==> config.mk <==
export PLATFORM = sky130hd
export DESIGN_NAME = router_term_in_fifo_flat
export DESIGN_NICKNAME = d
export VERILOG_FILES = /design/src/rtl/router_pkg.sv /design/src/rtl/router_term_in_fifo_if.sv /design/src/rtl/router_fifo_mem.sv /design/src/rtl/router_term_in_fifo.sv /design/src/flat_wrapper.sv
export SDC_FILE = /design/constraint.sdc
export NUM_CORES = 1
export LEC_CHECK = 0
export ABC_AREA = 1
export BUFFER_PORTS_ARGS = -buffer_cell sky130_fd_sc_hd__clkbuf_2
export CAP_MARGIN = 15
export CORE_MARGIN = 10
export CORE_UTILIZATION = 60
export CTS_CLUSTER_SIZE = 20
export DETAILED_ROUTE_END_ITERATION = 6
export PLACE_DENSITY = 0.78
export SLEW_MARGIN = 20
export SYNTH_ARGS = -nofsm -noshare
export SYNTH_HDL_FRONTEND = slang
export SYNTH_SLANG_ARGS = --single-unit
==> constraint.sdc <==
create_clock -name clk -period 5.7 [get_ports clk]
set_clock_uncertainty 0.05 [all_clocks]
set_input_delay 0.285 -clock clk [delete_from_list [all_inputs] [get_ports clk]]
set_output_delay 0.285 -clock clk [all_outputs]
set_load 0.03 [all_outputs]
==> src/rtl/router_pkg.sv <==
// rtl/router_pkg.sv - shared router packet layout, mesh sizing and field helpers
package router_pkg;

  localparam int ROWS    = 4;
  localparam int COLUMS  = 4;
  localparam int N_TERMS = 2 * ROWS + 2 * COLUMS;

  localparam int PCK_SZ = 40;

  // Packet layout: [39:32] destination terminal, [31] mode, [30:0] payload
  localparam int DST_MSB     = 39;
  localparam int DST_LSB     = 32;
  localparam int DST_W       = DST_MSB - DST_LSB + 1;
  localparam int MODE_BIT    = 31;
  localparam int PAYLOAD_MSB = 30;
  localparam int PAYLOAD_LSB = 0;

  function automatic logic [DST_W-1:0] dst_of(input logic [PCK_SZ-1:0] pkt);
    return pkt[DST_MSB:DST_LSB];
  endfunction

endpackage

==> src/rtl/router_term_in_fifo_if.sv <==
// rtl/router_term_in_fifo_if.sv - agent/router facing signal bundle of the terminal ingress fifo
interface router_term_in_fifo_if #(
  parameter int PCK_SZ = 40,
  parameter int DEPTH  = 16
);
  localparam int CNT_W = $clog2(DEPTH + 1);

  // agent side
  logic              push;
  logic [PCK_SZ-1:0] data_in;
  logic              full;
  logic [CNT_W-1:0]  count;

  // router side
  logic [PCK_SZ-1:0] data_out_i_in;
  logic              pndng_i_in;
  logic              popin;

  // statistics
  logic [15:0]       drop_cnt;
  logic [15:0]       bad_dst_cnt;
  logic              underflow;

  // master drives pushes and pops (agent plus router), slave is the fifo
  modport master (
    output push, data_in, popin,
    input  full, count, data_out_i_in, pndng_i_in, drop_cnt, bad_dst_cnt, underflow
  );

  modport slave (
    input  push, data_in, popin,
    output full, count, data_out_i_in, pndng_i_in, drop_cnt, bad_dst_cnt, underflow
  );

endinterface

==> src/rtl/router_fifo_mem.sv <==
// rtl/router_fifo_mem.sv - DEPTH x PCK_SZ register array, one write port, one async read port
module router_fifo_mem #(
  parameter int DEPTH  = 16,
  parameter int PCK_SZ = 40,
  localparam int AW    = $clog2(DEPTH)
) (
  input  logic              clk,
  input  logic              we,
  input  logic [AW-1:0]     waddr,
  input  logic [PCK_SZ-1:0] wdata,
  input  logic [AW-1:0]     raddr,
  output logic [PCK_SZ-1:0] rdata
);

  logic [PCK_SZ-1:0] mem [DEPTH];

  // storage is never reset; the control logic masks stale entries
  always_ff @(posedge clk) begin
    if (we) begin
      mem[waddr] <= wdata;
    end
  end

  assign rdata = mem[raddr];

endmodule

==> src/rtl/router_term_in_fifo.sv <==
// rtl/router_term_in_fifo.sv - show-ahead ingress fifo for one router terminal with drop/reject stats
module router_term_in_fifo #(
  parameter int ROWS    = 4,
  parameter int COLUMS  = 4,
  parameter int PCK_SZ  = router_pkg::PCK_SZ,
  parameter int DEPTH   = 16,
  parameter int TERM_ID = 0
) (
  input  logic                clk,
  input  logic                reset,
  router_term_in_fifo_if.slave bus
);
  import router_pkg::*;

  localparam int N_PORTS = 2 * ROWS + 2 * COLUMS;
  localparam int AW      = $clog2(DEPTH);
  localparam int CW      = $clog2(DEPTH + 1);

  localparam logic [AW-1:0] LAST_IDX = AW'(DEPTH - 1);
  localparam logic [CW-1:0] DEPTH_C  = CW'(DEPTH);

  logic [AW-1:0]     wr_ptr;
  logic [AW-1:0]     rd_ptr;
  logic [CW-1:0]     count_q;
  logic [15:0]       drop_q;
  logic [15:0]       bad_q;
  logic              uf_q;
  logic [PCK_SZ-1:0] head;

  logic [DST_W-1:0]  dst;
  logic              legal;
  logic              pndng;
  logic              do_pop;
  logic              do_push;
  logic              do_drop;
  logic              do_bad;
  logic              do_uf;

  assign dst   = dst_of(bus.data_in);
  assign pndng = (count_q != '0);

  // classify this cycle's push/pop; the destination check outranks the full check
  always_comb begin
    legal   = (32'(dst) < N_PORTS) && (32'(dst) != TERM_ID);
    do_pop  = bus.popin && pndng;
    do_uf   = bus.popin && !pndng;
    do_bad  = bus.push && !legal;
    do_push = 1'b0;
    do_drop = 1'b0;
    if (bus.push && legal) begin
      // a pop in the same cycle frees the head slot, so a full fifo still accepts
      if ((count_q < DEPTH_C) || do_pop) begin
        do_push = !reset;
      end else begin
        do_drop = 1'b1;
      end
    end
  end

  router_fifo_mem #(
    .DEPTH  (DEPTH),
    .PCK_SZ (PCK_SZ)
  ) u_mem (
    .clk   (clk),
    .we    (do_push),
    .waddr (wr_ptr),
    .wdata (bus.data_in),
    .raddr (rd_ptr),
    .rdata (head)
  );

  // pointers wrap by explicit compare so any DEPTH >= 2 works; count moves by at most one
  always_ff @(posedge clk) begin
    if (reset) begin
      wr_ptr  <= '0;
      rd_ptr  <= '0;
      count_q <= '0;
    end else begin
      if (do_push) begin
        wr_ptr <= (wr_ptr == LAST_IDX) ? '0 : wr_ptr + AW'(1);
      end
      if (do_pop) begin
        rd_ptr <= (rd_ptr == LAST_IDX) ? '0 : rd_ptr + AW'(1);
      end
      case ({do_push, do_pop})
        2'b10:   count_q <= count_q + CW'(1);
        2'b01:   count_q <= count_q - CW'(1);
        default: count_q <= count_q;
      endcase
    end
  end

  // saturating drop/reject counters and the sticky underflow flag
  always_ff @(posedge clk) begin
    if (reset) begin
      drop_q <= '0;
      bad_q  <= '0;
      uf_q   <= 1'b0;
    end else begin
      if (do_drop && (drop_q != 16'hFFFF)) begin
        drop_q <= drop_q + 16'd1;
      end
      if (do_bad && (bad_q != 16'hFFFF)) begin
        bad_q <= bad_q + 16'd1;
      end
      if (do_uf) begin
        uf_q <= 1'b1;
      end
    end
  end

  // every output is a function of registered state only
  assign bus.count         = count_q;
  assign bus.full          = (count_q == DEPTH_C);
  assign bus.pndng_i_in    = pndng;
  assign bus.data_out_i_in = pndng ? head : '0;
  assign bus.drop_cnt      = drop_q;
  assign bus.bad_dst_cnt   = bad_q;
  assign bus.underflow     = uf_q;

endmodule

==> src/flat_wrapper.sv <==
// flat-port wrapper written by rule: the top's interface ports become plain ports
module router_term_in_fifo_flat import router_pkg::*;
#(
  parameter int ROWS    = 4,
  parameter int COLUMS  = 4,
  parameter int PCK_SZ  = router_pkg::PCK_SZ,
  parameter int DEPTH   = 16,
  parameter int TERM_ID = 0
)
  (clk, reset, bus_push, bus_data_in, bus_popin, bus_full, bus_count, bus_data_out_i_in, bus_pndng_i_in, bus_drop_cnt, bus_bad_dst_cnt, bus_underflow);
  router_term_in_fifo_if #(.PCK_SZ(PCK_SZ), .DEPTH(DEPTH)) bus_i ();
  input  logic clk;
  input  logic reset;
  input wire logic [$bits(bus_i.push)-1:0] bus_push;
  input wire logic [$bits(bus_i.data_in)-1:0] bus_data_in;
  input wire logic [$bits(bus_i.popin)-1:0] bus_popin;
  output wire logic [$bits(bus_i.full)-1:0] bus_full;
  output wire logic [$bits(bus_i.count)-1:0] bus_count;
  output wire logic [$bits(bus_i.data_out_i_in)-1:0] bus_data_out_i_in;
  output wire logic [$bits(bus_i.pndng_i_in)-1:0] bus_pndng_i_in;
  output wire logic [$bits(bus_i.drop_cnt)-1:0] bus_drop_cnt;
  output wire logic [$bits(bus_i.bad_dst_cnt)-1:0] bus_bad_dst_cnt;
  output wire logic [$bits(bus_i.underflow)-1:0] bus_underflow;
  assign bus_i.push = bus_push;
  assign bus_i.data_in = bus_data_in;
  assign bus_i.popin = bus_popin;
  assign bus_full = bus_i.full;
  assign bus_count = bus_i.count;
  assign bus_data_out_i_in = bus_i.data_out_i_in;
  assign bus_pndng_i_in = bus_i.pndng_i_in;
  assign bus_drop_cnt = bus_i.drop_cnt;
  assign bus_bad_dst_cnt = bus_i.bad_dst_cnt;
  assign bus_underflow = bus_i.underflow;
  router_term_in_fifo #(.ROWS(ROWS), .COLUMS(COLUMS), .PCK_SZ(PCK_SZ), .DEPTH(DEPTH), .TERM_ID(TERM_ID)) u_core (.clk(clk), .reset(reset), .bus(bus_i));
endmodule
# Yosys cells after proc, flatten, opt, wreduce, memory -nomap -nowiden
# Memory sizes are Yosys's and may differ from the RTL's. A register that Yosys moved wholly into a read port is not among the register bits.
# Index checks and enable logic that the tools add are counted.
[classes] addsub=6 mul=0 div_mod_pow=0 order_cmp=2 eq_ne=7 shifts=0 muxes=12 bitwise=0 reduce_logical=14
[ops] operator="40-bit 2-to-1 mux" n=1
[ops] operator="16-bit by 1-bit adder with 16-bit output, second input constant" n=2
[ops] operator="16-bit != test, second input constant" n=2
[ops] operator="4-bit 2-to-1 mux" n=4
[ops] operator="5-bit case mux with 2 select lines" n=1
[ops] operator="4-bit by 1-bit adder with 4-bit output, second input constant" n=2
[ops] operator="4-bit == test, second input constant" n=2
[ops] operator="8-bit by 5-bit less-than comparator with 1-bit output, second input constant" n=1
[ops] operator="8-bit nonzero test" n=1
[ops] operator="1-bit logical AND" n=7
[ops] operator="1-bit 2-to-1 mux" n=6
[ops] operator="5-bit by 1-bit adder with 5-bit output, second input constant" n=1
[ops] operator="5-bit == test, second input constant" n=1
[ops] operator="5-bit less-than comparator, second input constant" n=1
[ops] operator="5-bit nonzero test" n=1
[ops] operator="5-bit by 1-bit subtractor with 5-bit output, second input constant" n=1
[ops] operator="1-bit logical NOT" n=3
[ops] operator="2-bit by 1-bit == test with 1-bit output, second input constant" n=1
[ops] operator="2-bit == test, second input constant" n=1
[ops] operator="2-bit nonzero test" n=1
[ops] operator="1-bit logical OR" n=1
[totals] register_bits=46 latch_bits=0 ram_bits=640 rom_bits=0 in_bits=44 out_inout_bits=80 elab_cells=48 n_memories=1
[mem_list] name="u_core.u_mem.mem" depth=16 word_bits=40 rd=1 rd_clocked_by_memory_dff=1 write_ports=1 line="router_fifo_mem.sv:15" text="logic [PCK_SZ-1:0] mem [DEPTH];"

# Logic depth before layout (Yosys ltp)
[logic_depth] word_depth=7 ltp_mapped=16 mapped_depth_nobuf=16

# Hierarchy
# Synthesis repeated with hierarchy kept, for this count alone.
[unflattened] hier_cells=3118 area_unflattened_um2=30665.7
[modules_own_cells] module="router_fifo_mem" n_inst=1 cells_each=2603 area_per_inst_um2=27490.1 seq_area_each_um2=19218.4
[modules_own_cells] module="router_term_in_fifo" n_inst=1 cells_each=515 area_per_inst_um2=3175.5 seq_area_each_um2=920.9

# Worst setup path before layout
# Ideal clock, no wire load.
[synth_path] kind="reg-to-reg" startpoint="reg u_core.count_q[4], in the netlist u_core.bus.count[4]" endpoint="mem u_core.u_mem.mem[15][0] (enable)" setup_ns=0.437 arrival_ns=2.745 required_ns=5.213 setup_slack_ns=2.468 path_stages_with_launch=8 n_path_buf=0 synth_period_minus_slack_ns=3.232 cell_sequence="dfxtp_1 > inv_2 > nor2_1 > inv_1 > nand2_1 > nor2_2 > nand2_1 > nor2_1"
[synth_between] elab_chain_cells=7 word_cells_on_any_way=8 cone_classes="1 x order compare; 4 x mux; 3 x reduce/logical"
[synth_lines] element="start, declared" line="router_term_in_fifo.sv:24" text="logic [CW-1:0] count_q;"
[synth_lines] element="start signal, assigned" line="router_term_in_fifo.sv:86" text="2'b10: count_q <= count_q + CW'(1);"
[synth_lines] element="start signal, assigned" line="router_term_in_fifo.sv:87" text="2'b01: count_q <= count_q - CW'(1);"
[synth_lines] element="start signal, assigned" line="router_term_in_fifo.sv:88" text="default: count_q <= count_q;"
[synth_lines] element="branches (longest 2 deep; another with 5-bit less-than comparator)"
[synth_lines] element="1-bit logical OR (*)" line="router_term_in_fifo.sv:52" text="if ((count_q < DEPTH_C) || do_pop) begin"
[synth_lines] element="1-bit 2-to-1 mux (*)" line="router_term_in_fifo.sv:52"
[synth_lines] element="1-bit 2-to-1 mux (*)" line="router_term_in_fifo.sv:50" text="if (bus.push && legal) begin"
[synth_lines] element="1-bit 2-to-1 mux (*)" line="router_fifo_mem.sv:19" text="if (we) begin"
[synth_lines] element="1-bit 2-to-1 mux (not written as such) (*)" line="router_fifo_mem.sv:20" text="mem[waddr] <= wdata;"
[synth_lines] element="end, declared" line="router_fifo_mem.sv:15"
# Mark *: on every way between the ends.

==> impl_metrics.csv <==
group,metric,value,unit
die,die_h,238,um
critical_path,critical_path.cell_chain,"inv_8 > buf_16 > buf_4 > nand2_1 > nand3_1 > nand3_1 > nand2_1 > nand2_1 > a21oi_1 > clkbuf_2",
critical_path,path_buf_inv,4,
sta,worstMarginPinSlew,1.12,ns
die,initial_core_util,0.609,
critical_path,critPathKind,"reg2out",
pwr,p_per_area,430,mW/mm^2
critical_path,r2r_start,"u_core.bus.count[4]",
sta,setup_tns,0,ns
routing,postRouteWirelength,71900,um
clock_network,cts_hold_buf,1,
clock_network,cts_resized,0,
grt,grt_pass1_wl,110000,um
synth,synth_edf_count,640,
synth,synthAdderAreaFrac,0.00483,
sta,period_share,0.744,
clock_network,cts_tree,"yes",
grt,gr-max-usage-layer,"met2",
sta,slew_headroom,0.252,
synth,syn-mean-instance-area,11.1,sq um
sta,setup_viol,0,
placed_design,port_buffers,123,
synth,synth.area.top_cells,"edfxtp_1 (67%), nand2_1 (12%), nand3_1 (9.0%)",
hold_path,min_path_type,"in2reg",
pwr,power_leakage,11.6,nW
layout,instances_no_fill,3304,
synth,async_reset_ff_frac,0,
pwr,sw_frac_of_total,0.345,
job,drv_cap,0,
sta,fmax,236,MHz
pwr,pwr-share-comb,0.272,
routing,post_drt_via_cell_ratio,6.08,
die,die_area,0.0566,sq mm
routing,post_drt_wl_per_cell,21.8,um
layout,nets,2699,
layout,diodes,0,
critical_path,reg2regPathDepth,8,
grt,track_usage,0.249,
synth,synth_xor_area_frac,0.00553,
sta,hold_viol,0,
pwr,vdd.ir_drop.worst,0.811,mV
clock_network,ctsRootBufferMaster,"clkbuf_16",
synth,yosys.cell_count.top_type,"nand2_1",
grt,grt_pass1_vias,19400,
clock_network,clock-sinks,690,
sta,rsz0062_at_grt,"false",
clock_network,clkTransAtPathRegs,0.06,ns
clock_network,clockBufferDepth,3,
synth,synth-simple-area-share,0.231,
routing,antenna_left,0,
grt,grt_use_met1,0.345,
grt,grt_max_degree,236,
die,rows,79,
critical_path,crit_end,"bus_data_out_i_in[22]",
synth,synth_area,0.0285,sq mm
grt,met2_usage,0.390,
pwr,intPower,9.00,mW
die,core_area,0.0468,sq mm
critical_path,cp.depth,10,
routing,dr.first_iter.drc_count,2976,
layout,area_delta_synth_final,12.1,%
grt,grt_remaining_overflow,0,
sta,min_period,4.24,ns
layout,utilization,0.683,
critical_path,path_common_cell,"nand2_1",
synth,syn_nets,2619,
critical_path,slowest_stage,"dfxtp_4",
synth,synth_cell_type_count,29,
critical_path,reg2reg_to,"u_core.u_mem.mem[5][6]",
critical_path,crit_path_start_kind,"flip-flop",
grt,gr-usage-met3,0.0523,
synth,synth.area.mux_share,0,
placed_design,dp_cells,3177,
die,die_w,238,um
routing,num_vias,20100,
routing,drc,0,
critical_path,path_max_fanout,114,
sta,drv_slew,0,
pwr,p_sw,4.74,mW
placed_design,gp_congestion,0.871,
synth,synth_ff_type,"edfxtp_1",
clock_network,clk-insertion-delay-late,0.59,ns
run_status,status,"finished, final reports clean",
critical_path,max_stage_delay,0.65,ns
critical_path,arrival,3.91,ns
synth,synthCells,2564,
clock_network,cts_buffers,69,
pwr,seq_power_share,0.413,
synth,synth_top_cell_by_area,"edfxtp_1",
critical_path,cp_data_required_time,5.37,ns
placed_design,hpwlAfterDp,40300,um
synth,yosysTopAreaCellShare,0.675,
die,io_pins,124,
layout,drive_gt1_frac,0.111,
synth,ys.warnings.count,0,
synth,synth_top_family_by_area,"simple AND/OR/NAND/NOR gates",
critical_path,reg2reg_slack,2.78,ns
sta,whs,0.104,ns
critical_path,endpoint_kind,"output port",
synth,synth_seq_cells,690,
clock_network,h-tree-depth,3,
clock_network,post-cts-setup-buffers,0,
pwr,clockPowerShare,0.315,
synth,synth_common_cells,"nand2_1 (945), edfxtp_1 (640), nand3_1 (512), buf_2 (77), a21oi_1 (72)",
pwr,power.total,13.7,mW
grt,antenna_found_initial,1,
routing,firstDrtPassIters,6,
critical_path,critPathTopFamily,"buffers and inverters",
synth,synth-compound-area-share,0.0173,
synth,ys_seq_area_frac,0.710,
==> worst min path at each step <==
stage                                     from                       to  slack, ns  cells after the start
after detailed placement  u_core.bus.underflow     u_core.bus.underflow       0.41                      2
final                           bus_data_in[4]   u_core.u_mem.mem[4][4]       0.10                      1
after CTS                      bus_data_in[17]  u_core.u_mem.mem[8][17]        0.1                      1
after global routing            bus_data_in[4]   u_core.u_mem.mem[8][4]       0.13                      1
after global placement    u_core.bus.underflow     u_core.bus.underflow       0.40                      2
after floorplan                 bus_data_in[0]   u_core.u_mem.mem[0][0]       0.33                      0
==> routing by layer <==
metal	vias to the layer above	routed length, um
met2	1270	33700
met1	9650	28100
met3	126	8470
li1	9050	-
met5	-	11
met4	2	1720
==> state kept, by name (all words and copies together) (netlist names), named ones only <==
register,cells
u_core.u_mem.mem,640
u_core.bus.bad_dst_cnt,16
u_core.bus.drop_cnt,16
u_core.bus.count,5
u_core.rd_ptr,4
u_core.wr_ptr,4
u_core.bus.underflow,1
==> worst register-to-register path: cells and delay by family (launching register included) <==
kind	cells	cell delay [ns]
buffers and inverters	3	0.52
DFF	1	0.34
and+or+nand+nor	5	1.72
==> power by group through the flow <==
stage                     Clock (mW)  Sequential, mW  Combinational (mW)
after floorplan                    0            5.73                2.58
final                           4.33            5.68                3.73
after CTS                       4.36            5.68                3.70
after global placement             0            5.79                3.58
after global routing            4.56            5.69                4.05
after detailed placement           0            5.79                3.66
==> placed cells by master (no fill, tap or decap), drive strengths merged <==
cell and n:
o21bai 2, and3 1, o21ai 8, xnor2 6
inv 60, xor2 12, edfxtp 640, nand2 951
buf 30, bufinv 3, nor3 1, dfxtp 50
clkinvlp 2, nand3 513, ha 11, nand4 13
clkbuf 215, a21oi 79, dlygate4sd3 1, a21o 2
nor2 72, nand3b 2, clkinv 23
==> layout make-up <==
type / instances / area, sq um
inverters: 56 / 224
flip-flops and latches: 690 / 20200
well taps: 607 / 759
repair buffers: 154 / 1060
fillers: 3219 / 14800
multi-input cells: 1673 / 7500
clock buffers: 92 / 1900
clock inverters: 32 / 254
==> logic make-up after synthesis <==
logic type / Yosys count
XOR/XNOR: 18
buffers and inverters: 201
AO/OA/AOI/OAI: 91
AND/OR/NAND/NOR: 1553
flip-flops: 690
adder cells (fa/ha/maj): 11
==> through the flow <==
step / worst slack (ns) / instance area (sq um)
global placement: 2.11 / 29500
CTS: 1.47 / 31900
floorplan: 2.47 / 28500
detailed placement: 2.04 / 29700
finish: 1.46 / 31900
global route: 1.27 / 31900
Note: power is estimated with default switching activity, not from simulation.
